--- config.mk ---
export PLATFORM = sky130hd
export DESIGN_NAME = mem_arbiter
export DESIGN_NICKNAME = d
export VERILOG_FILES = /design/src/rtl/mem_arbiter_pkg.sv /design/src/rtl/mem_arbiter_grant.sv /design/src/rtl/mem_arbiter.sv
export SDC_FILE = /design/constraint.sdc
export NUM_CORES = 1
export LEC_CHECK = 0
export CORE_ASPECT_RATIO = 1.5
export CORE_MARGIN = 2
export CORE_UTILIZATION = 50
export DETAILED_ROUTE_END_ITERATION = 10
export GPL_TIMING_DRIVEN = 0
export PLACE_DENSITY = 0.94
export SYNTH_ARGS = -nofsm -noshare
export SYNTH_HDL_FRONTEND = slang
export SYNTH_SLANG_ARGS = --single-unit
export TNS_END_PERCENT = 100
--- constraint.sdc ---
create_clock -name CLK -period 4.63 [get_ports CLK]
set_input_delay 0.926 -clock CLK [delete_from_list [all_inputs] [get_ports CLK]]
set_output_delay 0.926 -clock CLK [all_outputs]
set_load 0.02 [all_outputs]
--- src/rtl/mem_arbiter_pkg.sv ---
// Shared types for the unified-memory arbiter: FSM encoding, beat sizing and
// the icache beat address helper.
`default_nettype none

package mem_arbiter_pkg;

  localparam int BEATS  = 4;
  localparam int BEAT_W = 2;

  typedef enum logic [2:0] {
    S_IDLE   = 3'd0,
    S_I_BEAT = 3'd1,
    S_I_GAP  = 3'd2,
    S_D_ACC  = 3'd3,
    S_I_DONE = 3'd4,
    S_D_DONE = 3'd5
  } arb_state_e;

  function automatic logic [7:0] i_word_addr(input logic [5:0] blk, input logic [BEAT_W-1:0] beat);
    return {blk, beat};
  endfunction

endpackage

`default_nettype wire

--- src/rtl/mem_arbiter_grant.sv ---
// mem_arb_grant: combinational grant between icache and dcache requests.
// With MEM_ARB_RR_EN the module also holds the round-robin pointer.
`default_nettype none

module mem_arb_grant (
`ifdef MEM_ARB_RR_EN
  input  logic clk_i,
  input  logic rst_ni,
  input  logic upd_i,
`endif
  input  logic i_req_i,
  input  logic d_req_i,
  output logic i_gnt_o,
  output logic d_gnt_o
);

`ifdef MEM_ARB_RR_EN
  // ptr_q == 0 favours the icache, 1 favours the dcache
  logic ptr_q;

  always_ff @(posedge clk_i or negedge rst_ni) begin
    if (!rst_ni) begin
      ptr_q <= 1'b0;
    end else if (upd_i && i_req_i && d_req_i) begin
      ptr_q <= ~ptr_q;
    end
  end

  always_comb begin
    i_gnt_o = i_req_i;
    d_gnt_o = d_req_i;
    if (i_req_i && d_req_i) begin
      i_gnt_o = ~ptr_q;
      d_gnt_o = ptr_q;
    end
  end
`else
  always_comb begin
    d_gnt_o = d_req_i;
    i_gnt_o = i_req_i & ~d_req_i;
  end
`endif

endmodule

`default_nettype wire

--- src/rtl/mem_arbiter.sv ---
// mem_arbiter: shares one word-wide main memory between icache refills (4 beats)
// and dcache single-word accesses. Define MEM_ARB_RR_EN for round-robin arbitration.
`default_nettype none

module mem_arbiter
  import mem_arbiter_pkg::*;
#(
  parameter int MADDR_W   = 9,
  parameter int DATA_BASE = 256
) (
  input  logic               CLK,
  input  logic               RESET_N,
  input  logic               INSTR_MEM_READ,
  input  logic [5:0]         INSTR_MEM_ADDRESS,
  output logic [127:0]       INSTR_MEM_INSTR,
  output logic               INSTR_MEM_BUSYWAIT,
  input  logic               MEM_READ,
  input  logic               MEM_WRITE,
  input  logic [5:0]         MEM_ADDRESS,
  input  logic [31:0]        MEM_WRITEDATA,
  output logic [31:0]        MEM_READDATA,
  output logic               MEM_BUSYWAIT,
  output logic               MM_READ,
  output logic               MM_WRITE,
  output logic [MADDR_W-1:0] MM_ADDRESS,
  output logic [31:0]        MM_WRITEDATA,
  input  logic [31:0]        MM_READDATA,
  input  logic               MM_BUSYWAIT
);

  localparam logic [MADDR_W-1:0] DBASE = MADDR_W'(DATA_BASE);

  arb_state_e          state_q;
  logic [BEAT_W-1:0]   beat_q;
  logic [5:0]          i_blk_q;
  logic                d_wr_q;
  logic [127:0]        instr_q;
  logic [31:0]         rdata_q;
  logic                mm_rd_q;
  logic                mm_wr_q;
  logic [MADDR_W-1:0]  mm_addr_q;
  logic [31:0]         mm_wdata_q;

  logic                w_d_req;
  logic                w_i_gnt;
  logic                w_d_gnt;
  logic [BEAT_W-1:0]   w_beat_nxt;

  assign w_d_req    = MEM_READ | MEM_WRITE;
  assign w_beat_nxt = beat_q + 2'd1;

`ifdef MEM_ARB_RR_EN
  logic w_idle;
  assign w_idle = (state_q == S_IDLE);
`endif

  mem_arb_grant u_grant (
`ifdef MEM_ARB_RR_EN
    .clk_i  (CLK),
    .rst_ni (RESET_N),
    .upd_i  (w_idle),
`endif
    .i_req_i(INSTR_MEM_READ),
    .d_req_i(w_d_req),
    .i_gnt_o(w_i_gnt),
    .d_gnt_o(w_d_gnt)
  );

  // MM strobes are registered alongside the state so they drop with reset at once
  always_ff @(posedge CLK or negedge RESET_N) begin
    if (!RESET_N) begin
      state_q    <= S_IDLE;
      beat_q     <= '0;
      i_blk_q    <= '0;
      d_wr_q     <= 1'b0;
      instr_q    <= '0;
      rdata_q    <= '0;
      mm_rd_q    <= 1'b0;
      mm_wr_q    <= 1'b0;
      mm_addr_q  <= '0;
      mm_wdata_q <= '0;
    end else begin
      case (state_q)
        S_IDLE: begin
          if (w_i_gnt) begin
            state_q   <= S_I_BEAT;
            beat_q    <= '0;
            i_blk_q   <= INSTR_MEM_ADDRESS;
            mm_rd_q   <= 1'b1;
            mm_addr_q <= MADDR_W'(i_word_addr(INSTR_MEM_ADDRESS, 2'd0));
          end else if (w_d_gnt) begin
            // a simultaneous read+write request is served as a write
            state_q    <= S_D_ACC;
            d_wr_q     <= MEM_WRITE;
            mm_wr_q    <= MEM_WRITE;
            mm_rd_q    <= ~MEM_WRITE;
            mm_addr_q  <= DBASE + MADDR_W'(MEM_ADDRESS);
            mm_wdata_q <= MEM_WRITEDATA;
          end
        end
        S_I_BEAT: begin
          if (!MM_BUSYWAIT) begin
            instr_q[{beat_q, 5'd0} +: 32] <= MM_READDATA;
            mm_rd_q <= 1'b0;
            state_q <= (beat_q == 2'(BEATS - 1)) ? S_I_DONE : S_I_GAP;
          end
        end
        S_I_GAP: begin
          beat_q    <= w_beat_nxt;
          mm_rd_q   <= 1'b1;
          mm_addr_q <= MADDR_W'(i_word_addr(i_blk_q, w_beat_nxt));
          state_q   <= S_I_BEAT;
        end
        S_D_ACC: begin
          if (!MM_BUSYWAIT) begin
            if (!d_wr_q) begin
              rdata_q <= MM_READDATA;
            end
            mm_rd_q <= 1'b0;
            mm_wr_q <= 1'b0;
            state_q <= S_D_DONE;
          end
        end
        S_I_DONE: state_q <= S_IDLE;
        S_D_DONE: state_q <= S_IDLE;
        default: begin
          state_q <= S_IDLE;
          mm_rd_q <= 1'b0;
          mm_wr_q <= 1'b0;
        end
      endcase
    end
  end

  assign INSTR_MEM_INSTR    = instr_q;
  assign MEM_READDATA       = rdata_q;
  assign MM_READ            = mm_rd_q;
  assign MM_WRITE           = mm_wr_q;
  assign MM_ADDRESS         = mm_addr_q;
  assign MM_WRITEDATA       = mm_wdata_q;
  // stall held through grant wait; forced low while reset is asserted
  assign INSTR_MEM_BUSYWAIT = RESET_N & INSTR_MEM_READ & (state_q != S_I_DONE);
  assign MEM_BUSYWAIT       = RESET_N & w_d_req & (state_q != S_D_DONE);

endmodule

`default_nettype wire
==> impl_results.md, run 1 <==
* Synthesis-to-layout area growth at 43.5%
* Core area at ~17,000 um^2
* Final TNS setup at 0 ns
* Worst hold slack at 0.449 ns
* DR WL/cell at 22.3 um
* Ports at 287
* Vias in the first global route at 7,487
* Pre-antenna DRT Iters at 5
* Syn nets at 786
* Min-delay worst type: primary input to async pin
* Register bit count reported by yosys at 215
* Leading register cell type out of synthesis: dfrtp_1
* Placed inst area at 11,900 um^2
* Rows at between 50 and 60
* Slew Limit Fails at 0
* Total Routing Usage GR at 0.296
* Top-count cell post-synth: dfrtp_1
* Mapped cell area at just under 9000 um^2
* Num CTS Buffers at 21
* VDD IR max at 0.506 mV
* F_max at 260 MHz
* Final worst-path setup slack at slightly below 0.8 ns
* Final core utilization at 0.728
* Mean Syn Cell Area at 12.5 um^2
* CP Capture Type: output pin
* Maximum fanout along the worst path at 10
* Filler cells at 1,150
* ANT cells at 0
* Clk sinks at 215
* Reg2Reg Setup Slack at 2.13 ns
* Yosys warns at 0
* ANT nets after route at 0
* Post-Route WL at 27,500 um
* Layout Skew at approximately 0.0094 ns
* Multi-input gate area at between 2000 and 3000 um^2
* Die ar. at approximately 19,000 um^2
* Initial antenna violation count at 0
* 1st-iter DRT viols at 597
* Top post-synthesis cells by count: dfrtp_1 (215), o21ai_0 (74), inv_1 (67), a22o_1 (66), nand4_1 (64)
* Worst EP required at 3.70 ns
* Status: finished, final reports clean
* PortBufs at 286
* Vias at between 7,000 and 8,000
* Die H at ~170 um
* Area contributors post-synth: dfrtp_1 (61%), a22o_1 (6.6%), mux2_4 (5.1%)
* CP Launch Point: MEM_WRITE
* Setup repair bufs after CTS at 0
* Ys async rst share at 1.00
* Worst r2r src: beat_q[0]$_DFFE_PN0P_
* H-Tree Depth at 1
* Fin area at 12,600 um^2
* Setup violations, final at 0
* Pwr dens at 728 nW/um^2
* Max-slew headroom at 0.316
* Layout cell share with drive strength beyond 1 at 0.128
* Worst endpoint data arrival time at 2.92 ns
* Largest net degree at the start of global routing at 122
* Post-synth cell types at 48
* CTS root buf: clkbuf_16
* RSZ-0062 raised after global routing: no
* Final Hold Fails at 0
* Cts-stage hold buffer count at 0
* Syn Inst Count at 699
* Tcrit/Tclk final at 0.831
* Dpl ws at between 0.8 and 0.9 ns
* Critical path class: primary input to output pin
* Final Critical Period at 3.85 ns
* DR DRC count at 0
* Die width at 112 um
* DP Wirelength at 19,300 um
* Critical Path Source Type: primary input
* Vias/cell at between 5 and 6
* Layout Nets at 1,096
* Max Buffers Root-to-Sink at 3
* Max-Cap Viols at 0
* Pwr Total at 9.15 mW
* Clk slew on worst S/H paths at 0.06 ns
* First-pass GRT wire length at 43,600 um
* Synth top area share at 0.614
* Sequential share of the synthesized area at 0.614
* TritonCTS clock tree: built
* Slew @ Worst Pin at just over 1 ns
* Initial core utilization at 0.507
* Skew-Pair Late Insertion Delay at 0.49 ns
* Register area at around 5400 um^2
* Fin cells at 1,232
* Dpl cells at 1,199
* EDFF count, synth at 0
* Total gr overflow at 0
* Yosys top cell by area: dfrtp_1
* Gpl congestion at 0.842
* Post_cts resized at 0
* Static Leak at 5.55 nW
==> final timing paths <==
kind,endpoint,cells after the start
worst max-delay path,MEM_BUSYWAIT,5
worst min-delay path,MM_ADDRESS[3]$_DFFE_PN0P_,1
worst max register to register,INSTR_MEM_INSTR[109]$_DFFE_PN0P_,6
worst min register to register,MM_WRITEDATA[3]$_DFFE_PN0P_,1
max in group asynchronous,MEM_READDATA[19]$_DFFE_PN0P_,2
min in group CLK,MM_WRITEDATA[3]$_DFFE_PN0P_,1
==> routing by layer <==
| metal | vias to the layer above | track usage | routed length [um] |
|---|---|---|---|
| li1 | 3127 | - | - |
| met1 | 3508 | 0.369 | 10400 |
| met2 | 313 | 0.514 | 14300 |
| met3 | 79 | 0.0398 | 1600 |
| met4 | 0 | 0.127 | 1270 |
| met5 | - | 0 | 0 |
==> power breakdown <==
group	internal (mW)	total [mW]	leakage, nW	switching [mW]
clock network	0.970	1.67	0.322	0.704
registers	2.66	3.16	2.74	0.495
logic	2.06	4.32	2.50	2.27
total	5.69	9.15	5.55	3.47
==> logic make-up after synthesis <==
kind of cell / after synthesis / synth area share
AOI/OAI and AO/OA: 167 / 0.130
adders and majority gates: 5 / 0.00714
buffers and inverters: 126 / 0.0608
DFF: 215 / 0.614
muxes: 70 / 0.103
and+or+nand+nor: 116 / 0.0852
==> sequential cells by signal, indices dropped and copies added (netlist names) <==
signal,count
MM_WRITE,1
MM_ADDRESS,9
MM_READ,1
MM_WRITEDATA,32
beat_q,2
INSTR_MEM_INSTR,128
d_wr_q,1
MEM_READDATA,32
i_blk_q,6
state_q,3
==> final cells by class <==
type / count / area share
buffer: 58 / 0.0221
clock buffer: 27 / 0.0452
clock inverter: 6 / 0.00637
inverter: 68 / 0.0203
multi-input combinational: 358 / 0.227
sequential: 215 / 0.428
tap: 213 / 0.0212
timing repair buffer: 287 / 0.230
==> cell usage in the layout, fill, tap and decap left out, types with 3 or more instances in the layout <==
master / n
o31ai_1: 4
a31oi_1: 4
inv_1: 67
clkbuf_1: 40
clkbuf_16: 21
buf_2: 15
o21ai_0: 74
nor4bb_1: 6
nand4_1: 64
ha_1: 5
clkdlybuf4s50_1: 285
a22o_1: 66
dfrtp_1: 215
nor2_1: 10
buf_6: 4
nand2_1: 9
a21oi_1: 5
clkinv_2: 4
mux2_2: 38
mux2_4: 30
buf_4: 3
a211oi_1: 4
==> critical path, cell delays in order <==
cell             delay, ns
clkdlybuf4s50_1       0.58
clkbuf_1              0.43
o21ai_0               0.14
a31oi_1               0.19
clkdlybuf4s50_1       0.65
Power figures use the tool's default switching activity.
==> inputs of run 2 (changes only) <==
--- a/config.mk
+++ b/config.mk
@@ -7,10 +7,10 @@
 export LEC_CHECK = 0
 export CORE_ASPECT_RATIO = 1.5
 export CORE_MARGIN = 2
-export CORE_UTILIZATION = 50
+export CORE_UTILIZATION = 42
 export DETAILED_ROUTE_END_ITERATION = 10
 export GPL_TIMING_DRIVEN = 0
-export PLACE_DENSITY = 0.94
+export PLACE_DENSITY = 0.85
 export SYNTH_ARGS = -nofsm -noshare
 export SYNTH_HDL_FRONTEND = slang
 export SYNTH_SLANG_ARGS = --single-unit
==> constraint.sdc (replaced) <==
create_clock -name CLK -period 3.4 [get_ports CLK]
set_input_delay 0.68 -clock CLK [delete_from_list [all_inputs] [get_ports CLK]]
set_output_delay 0.68 -clock CLK [all_outputs]
set_load 0.02 [all_outputs]
==> run 2 against run 1 <==
  * Clock-buffer cell count is 3 higher
  * Critical path depth stayed put
  * Non-clock buffer count stayed put
  * First-iteration DRC count is 0.67% higher
==> impl_results.md, run 2 (synthesized netlist as in run 1, its figures left out) <==
* Status: finished, final reports clean
* Core area at 20,400 um^2 (+18%)
* Critical-path cell list: clkdlybuf4s50_1 > clkbuf_1 > o21ai_0 > a31oi_1 > clkdlybuf4s50_1
* DP Wirelength at 19,500 um (+1.4%)
* Rows at 64 (+8.5%)
* Synthesis-to-layout area growth at 45.0%
* CP most frequent cell: clkdlybuf4s50_1
* Skew-Pair Late Insertion Delay at 0.51 ns (+0.02 ns)
* Most frequent cells in the layout: clkdlybuf4s50_1 (285), dfrtp_1 (215), o21ai_0 (74)
* Pwr dens at 987 nW/um^2 (+36%)
* Clk slew on worst S/H paths at 0.07 ns (about the same)
* Reg2Reg Setup Slack at 0.91 ns (-1.22 ns)
* Multi-input gate area at 2850 um^2 (unchanged)
* Clk sinks at 215 (unchanged)
* Worst r2r src: beat_q[0]$_DFFE_PN0P_
* ANT cells at 0 (unchanged)
* FF-to-FF End: INSTR_MEM_INSTR[16]$_DFFE_PN0P_
* H-Tree Depth at 1 (unchanged)
* Max-Cap Viols at 0 (unchanged)
* Layout Skew at 0.0276 ns (+0.0182 ns)
* RSZ-0062 raised after global routing: no
* Pre-antenna DRT Iters at 4 (-1)
* Critical Path Source Type: primary input
* CP Launch Point: MEM_WRITE
* Most common cell after layout, fill and taps aside: clkdlybuf4s50_1
* Largest net degree at the start of global routing at 122 (unchanged)
* Dpl ws at 0.130 ns (-0.718 ns)
* Gpl congestion at 0.872 (+3.5%)
* VDD IR max at 0.502 mV (-0.80%)
* Vias/cell at 5.45 (-4.5%)
* Tcrit/Tclk final at 0.962
* Min-delay worst type: primary input to async pin
* Die H at 181 um (+8.9%)
* Vias at 7,019 (-0.11%)
* Max reg flops at 128 (unchanged)
* Critical path class: primary input to output pin
* Worst endpoint data arrival time at 2.59 ns (-0.33 ns)
* Total gr overflow at 0 (unchanged)
* Setup repair bufs after CTS at 0 (unchanged)
* Maximum fanout along the worst path at 10 (unchanged)
* ANT nets after route at 0 (unchanged)
* Cts-stage hold buffer count at 0 (unchanged)
* Dpl cells at 1,250 (+4.3%)
* Initial core utilization at 0.429 (-0.0782)
* TritonCTS clock tree: built
* Final Critical Period at 3.27 ns
* Vias in the first global route at 7,334 (-2.0%)
* Max Buffers Root-to-Sink at 3 (unchanged)
* 1st-iter DRT viols at 601 (+0.67%)
* Register area at 5380 um^2 (unchanged)
* Layout Nets at 1,096 (unchanged)
* First-pass GRT wire length at 41,800 um (-4.1%)
* Final Hold Fails at 0 (unchanged)
* PortBufs at 286 (unchanged)
* Worst EP required at 2.72 ns (-0.98 ns)
* Post-Route WL at 27,100 um (-1.5%)
* CTS root buf: clkbuf_16
* Max stage delay on crit path at 0.65 ns (about the same)
* Max-slew headroom at 0.396 (+0.0797)
* Post_cts resized at 0 (unchanged)
* Setup violations, final at 0 (unchanged)
* Initial antenna violation count at 0 (unchanged)
* DR DRC count at 0 (unchanged)
* Die width at 122 um (+8.8%)
* CP Capture Type: output pin
* DR WL/cell at 21.1 um (-5.8%)
* Slowest cell on crit path: clkdlybuf4s50_1
* Slew @ Worst Pin at 0.898 ns (-0.118 ns)
* FF-to-FF path depth at 7 (+1)
* Num CTS Buffers at 21 (unchanged)
* Ports at 287 (unchanged)
* F_max at approximately 300 MHz
* Static Leak at 5.60 nW (+0.76%)
* Slew Limit Fails at 0 (unchanged)
* Fin cells at 1,288 (+4.5%)
* Total Routing Usage GR at 0.244 (-0.0519)
* Layout cell share with drive strength beyond 1 at 0.134 (+0.00621)
* Filler cells at 1,582 (+38%)
* Die ar. at 22,100 um^2 (+18%)
* Final worst-path setup slack at 0.128 ns (-0.655 ns)
==> run 2: cell types whose count changed in the layout (fill, tap and decap cells not counted), sizes merged <==
cell,before,now
clkbuf,63,66
inv,68,69
clkinv,4,5
==> run 2: how the worst max path moves through the flow <==
| stage | cells past startpoint | endpoint | slack [ns] |
|---|---|---|---|
| 2_1_floorplan | 3 | MEM_BUSYWAIT | 1.30 |
| 3_3_place_gp | 1 | INSTR_MEM_INSTR[37]$_DFFE_PN0P_ | -7.34 |
| 3_5_place_dp | 5 | MEM_BUSYWAIT | 0.13 |
| 4_1_cts | 5 | MEM_BUSYWAIT | 0.13 |
| 5_1_grt | 5 | MEM_BUSYWAIT | 0.04 |
| 6_report | 5 | MEM_BUSYWAIT | 0.13 |
==> run 2: worst max-delay path: cells and delay by family <==
family,cells,cell delay (ns)
AOI/OAI and AO/OA,2,0.32
buffers and inverters,3,1.59
==> run 2: cell type report <==
cell class                      instances  area share
Clock inverter                          8     0.00738
Tap cell                              264      0.0260
Clock buffer                           30      0.0495
Timing Repair Buffer                  287       0.228
Sequential cell                       215       0.423
Multi-Input combinational cell        358       0.224
Buffer                                 58      0.0218
Inverter                               68      0.0201
==> run 2: routing by layer <==
metal,GRT usage,part of all wire,vias to the layer above
met5,0,0,-
met4,0.126,0.056,0
met3,0.0341,0.050,88
met2,0.421,0.52,282
met1,0.293,0.38,3512
li1,-,-,3137
==> run 2: report_power, final <==
group | switching (mW) | internal (mW) | total, mW
sequential | 0.645 | 3.62 | 4.27
clock | 0.976 | 1.44 | 2.42
combinational | 3.06 | 2.80 | 5.86
==> run 2: metrics by stage <==
stage / total power, mW / instance area [um^2] / util / hold slack [ns] / setup TNS, ns
after floorplan: 7.21 / 8770 / - / 0.384 / 0
after global placement: 10.0 / 12000 / 0.586 / 0.458 / -1586.94
after detailed placement: 10.2 / 12000 / 0.587 / 0.463 / 0
after CTS: 12.6 / 12700 / 0.623 / 0.233 / 0
after global routing: 13.2 / 12700 / 0.623 / 0.270 / 0
final: 12.5 / 12700 / 0.623 / 0.200 / 0
==> inputs of run 3 (changes only) <==
--- a/config.mk
+++ b/config.mk
@@ -9,7 +9,7 @@
 export CORE_MARGIN = 2
 export CORE_UTILIZATION = 42
 export DETAILED_ROUTE_END_ITERATION = 10
-export GPL_TIMING_DRIVEN = 0
+export HOLD_SLACK_MARGIN = 0.02
 export PLACE_DENSITY = 0.85
 export SYNTH_ARGS = -nofsm -noshare
 export SYNTH_HDL_FRONTEND = slang
==> constraint.sdc (replaced) <==
create_clock -name CLK -period 3.4 [get_ports CLK]
set_input_delay 0.68 -clock CLK [delete_from_list [all_inputs] [get_ports CLK]]
set_output_delay 0.68 -clock CLK [all_outputs]
set_load 0.005 [all_outputs]
==> run 3 against run 2 <==
  * Die area unchanged
  * Highest routed layer unchanged
  * Critical endpoint is now INSTR_MEM_BUSYWAIT
  * Global-route usage up 0.73 points
  * Via count down 2.0%
  * Design area down 0.27%
  * Critical path depth decreased by 2
  * Fmax grew 16%
  * Power down 8.2%
  * Critical path type is now flop to output pin
  * Clock-buffer cell count fell by 2
  * Combinational power down 21%
==> impl_results.md, run 3 (synthesized netlist as in run 1, its figures left out) <==
* Static Leak at 5.58 nW (-0.36%)
* Setup repair bufs after CTS at 0 (unchanged)
* Rows at 64 (unchanged)
* Vias at 6,881 (-2.0%)
* F_max at 353 MHz (+16%)
* ANT cells at 0 (unchanged)
* PortBufs at 286 (unchanged)
* Max-Cap Viols at 0 (unchanged)
* H-Tree Depth at 1 (unchanged)
* Fin cells at 1,253 (-2.7%)
* Vias/cell at 5.49 (+0.77%)
* Post-Route WL at 27,200 um (+0.18%)
* VDD IR max at 0.466 mV (-7.2%)
* Tcrit/Tclk final at 0.833 (-0.129)
* CTS root buf: clkbuf_16
* Critical path class: flop to output pin
* Post_cts resized at 0 (unchanged)
* Die ar. at 22,100 um^2 (unchanged)
* First-pass GRT wire length at 43,100 um (+3.2%)
* Worst endpoint data arrival time at 2.15 ns (-0.44 ns)
* Critical-path cell list: nand2b_1 > o211a_1 > clkdlybuf4s50_1
* Max reg flops at 128 (unchanged)
* Core area at 20,400 um^2 (unchanged)
* DR DRC count at 0 (unchanged)
* FF-to-FF End: INSTR_MEM_INSTR[7]$_DFFE_PN0P_
* Maximum fanout along the worst path at 17 (+7)
* RSZ-0062 raised after global routing: no
* Most frequent cells in the layout: clkdlybuf4s50_1 (285), dfrtp_1 (215), o21ai_0 (74)
* Final TNS setup at 0 ns (unchanged)
* Final worst-path setup slack at 0.567 ns (+0.440 ns)
* Slew Limit Fails at 0 (unchanged)
* Max Buffers Root-to-Sink at 3 (unchanged)
* Skew-Pair Late Insertion Delay at 0.50 ns (about the same)
* Largest net degree at the start of global routing at 179 (+47%)
* Slew @ Worst Pin at 1.04 ns (+0.144 ns)
* Ports at 287 (unchanged)
* Initial core utilization at 0.429 (unchanged)
* 1st-iter DRT viols at 603 (+0.33%)
* Reg2Reg Setup Slack at 0.93 ns (+0.02 ns)
* Final Critical Period at 2.83 ns (-0.440 ns)
* CP bufs+invs at 1 (-2)
* FF-to-FF path depth at 5 (-2)
* Die width at 122 um (unchanged)
* Num CTS Buffers at 22 (+4.8%)
* Most common cell after layout, fill and taps aside: clkdlybuf4s50_1
* Clk sinks at 215 (unchanged)
* Setup violations, final at 0 (unchanged)
* Total Routing Usage GR at 0.251 (+0.00732)
* Slowest cell on crit path: dfrtp_1
* Layout Skew at 0.00987 ns (-0.0177 ns)
* Pre-antenna DRT Iters at 5 (+1)
* Cts-stage hold buffer count at 0 (unchanged)
* Dpl cells at 1,214 (-2.9%)
* Worst r2r src: beat_q[0]$_DFFE_PN0P_
* Status: finished, final reports clean
* Pwr Total at 11.5 mW (-8.2%)
* Clk slew on worst S/H paths at 0.06 ns (about the same)
* Vias in the first global route at 7,334 (unchanged)
* Dpl ws at 0.563 ns (+0.433 ns)
* Worst EP required at 2.72 ns (about the same)
* Initial antenna violation count at 0 (unchanged)
* Critical Path Source Type: flop
* DR WL/cell at 21.7 um (+3.0%)
* Pwr dens at 909 nW/um^2 (-7.9%)
* Layout Nets at 1,061 (-3.2%)
* Crit-path leading delay family: flip-flops
* Final Hold Fails at 0 (unchanged)
* Max-slew headroom at 0.305 (-0.0906)
* TritonCTS clock tree: built
* Max stage delay on crit path at 0.73 ns (+0.08 ns)
* Total gr overflow at 0 (unchanged)
* DP Wirelength at 18,900 um (-3.4%)
* Min-delay worst type: primary input to async pin
* CP Capture Type: output pin
* Layout cell share with drive strength beyond 1 at 0.142 (+0.00777)
* Die H at 181 um (unchanged)
* ANT nets after route at 0 (unchanged)
* Gpl congestion at 0.910 (+4.4%)
* Synthesis-to-layout area growth at 44.7%
==> run 3: cell types whose count changed in the layout (fill, tap and decap cells not counted), moves of 3 or more <==
cell and delta:
buf_4 +18, clkbuf_1 -36, buf_6 -4, buf_2 -15, clkbuf_8 -3
==> run 3: power breakdown <==
part	total [mW]	leakage (nW)	switching, mW	internal [mW]
clock network	2.56	0.381	1.02	1.53
registers	4.32	2.74	0.696	3.62
logic	4.65	2.46	1.86	2.79
==> run 3: through the flow <==
step | hold slack, ns | instance area [um^2] | utilization
after floorplan | 0.384 | 8770 | -
after global placement | 0.461 | 11900 | 0.583
after detailed placement | 0.475 | 11900 | 0.583
after CTS | 0.0776 | 12700 | 0.621
after global routing | 0.0994 | 12700 | 0.621
final | 0.0918 | 12700 | 0.621
==> run 3: cell type report <==
cell class | instances | area (um^2)
inverters | 68 | 255
fillers | 1591 | 7740
clock buffers | 28 | 624
clock inverters | 11 | 148
well taps | 264 | 330
repair buffers | 309 | 3060
multi-input cells | 358 | 2880
flip-flops and latches | 215 | 5380
==> run 3: per-layer routing <==
| layer | GRT usage | wire length, um |
|---|---|---|
| met1 | 0.296 | 10100 |
| met2 | 0.437 | 14200 |
| met3 | 0.0372 | 1440 |
| met4 | 0.131 | 1420 |
| met5 | 0 | 0 |
==> run 3: worst max path at each step <==
stage | from | to | slack [ns] | depth (start not counted)
floorplan | MM_BUSYWAIT | MEM_READDATA[10]$_DFFE_PN0P_ | 1.48 | 5
global placement | MM_BUSYWAIT | INSTR_MEM_INSTR[111]$_DFFE_PN0P_ | 0.66 | 6
detailed placement | MM_BUSYWAIT | INSTR_MEM_INSTR[124]$_DFFE_PN0P_ | 0.56 | 6
CTS | state_q[2]$_DFFE_PN0P_ | INSTR_MEM_BUSYWAIT | 0.57 | 3
global route | state_q[2]$_DFFE_PN0P_ | INSTR_MEM_BUSYWAIT | 0.47 | 3
finish | state_q[2]$_DFFE_PN0P_ | INSTR_MEM_BUSYWAIT | 0.57 | 3
==> run 3: worst register-to-register path, stage by stage (launching register included) <==
cell and delay [ns]:
dfrtp_1 0.50, inv_1 0.16, ha_2 0.73, and2_1 0.58, buf_12 0.23, o21ai_0 0.12
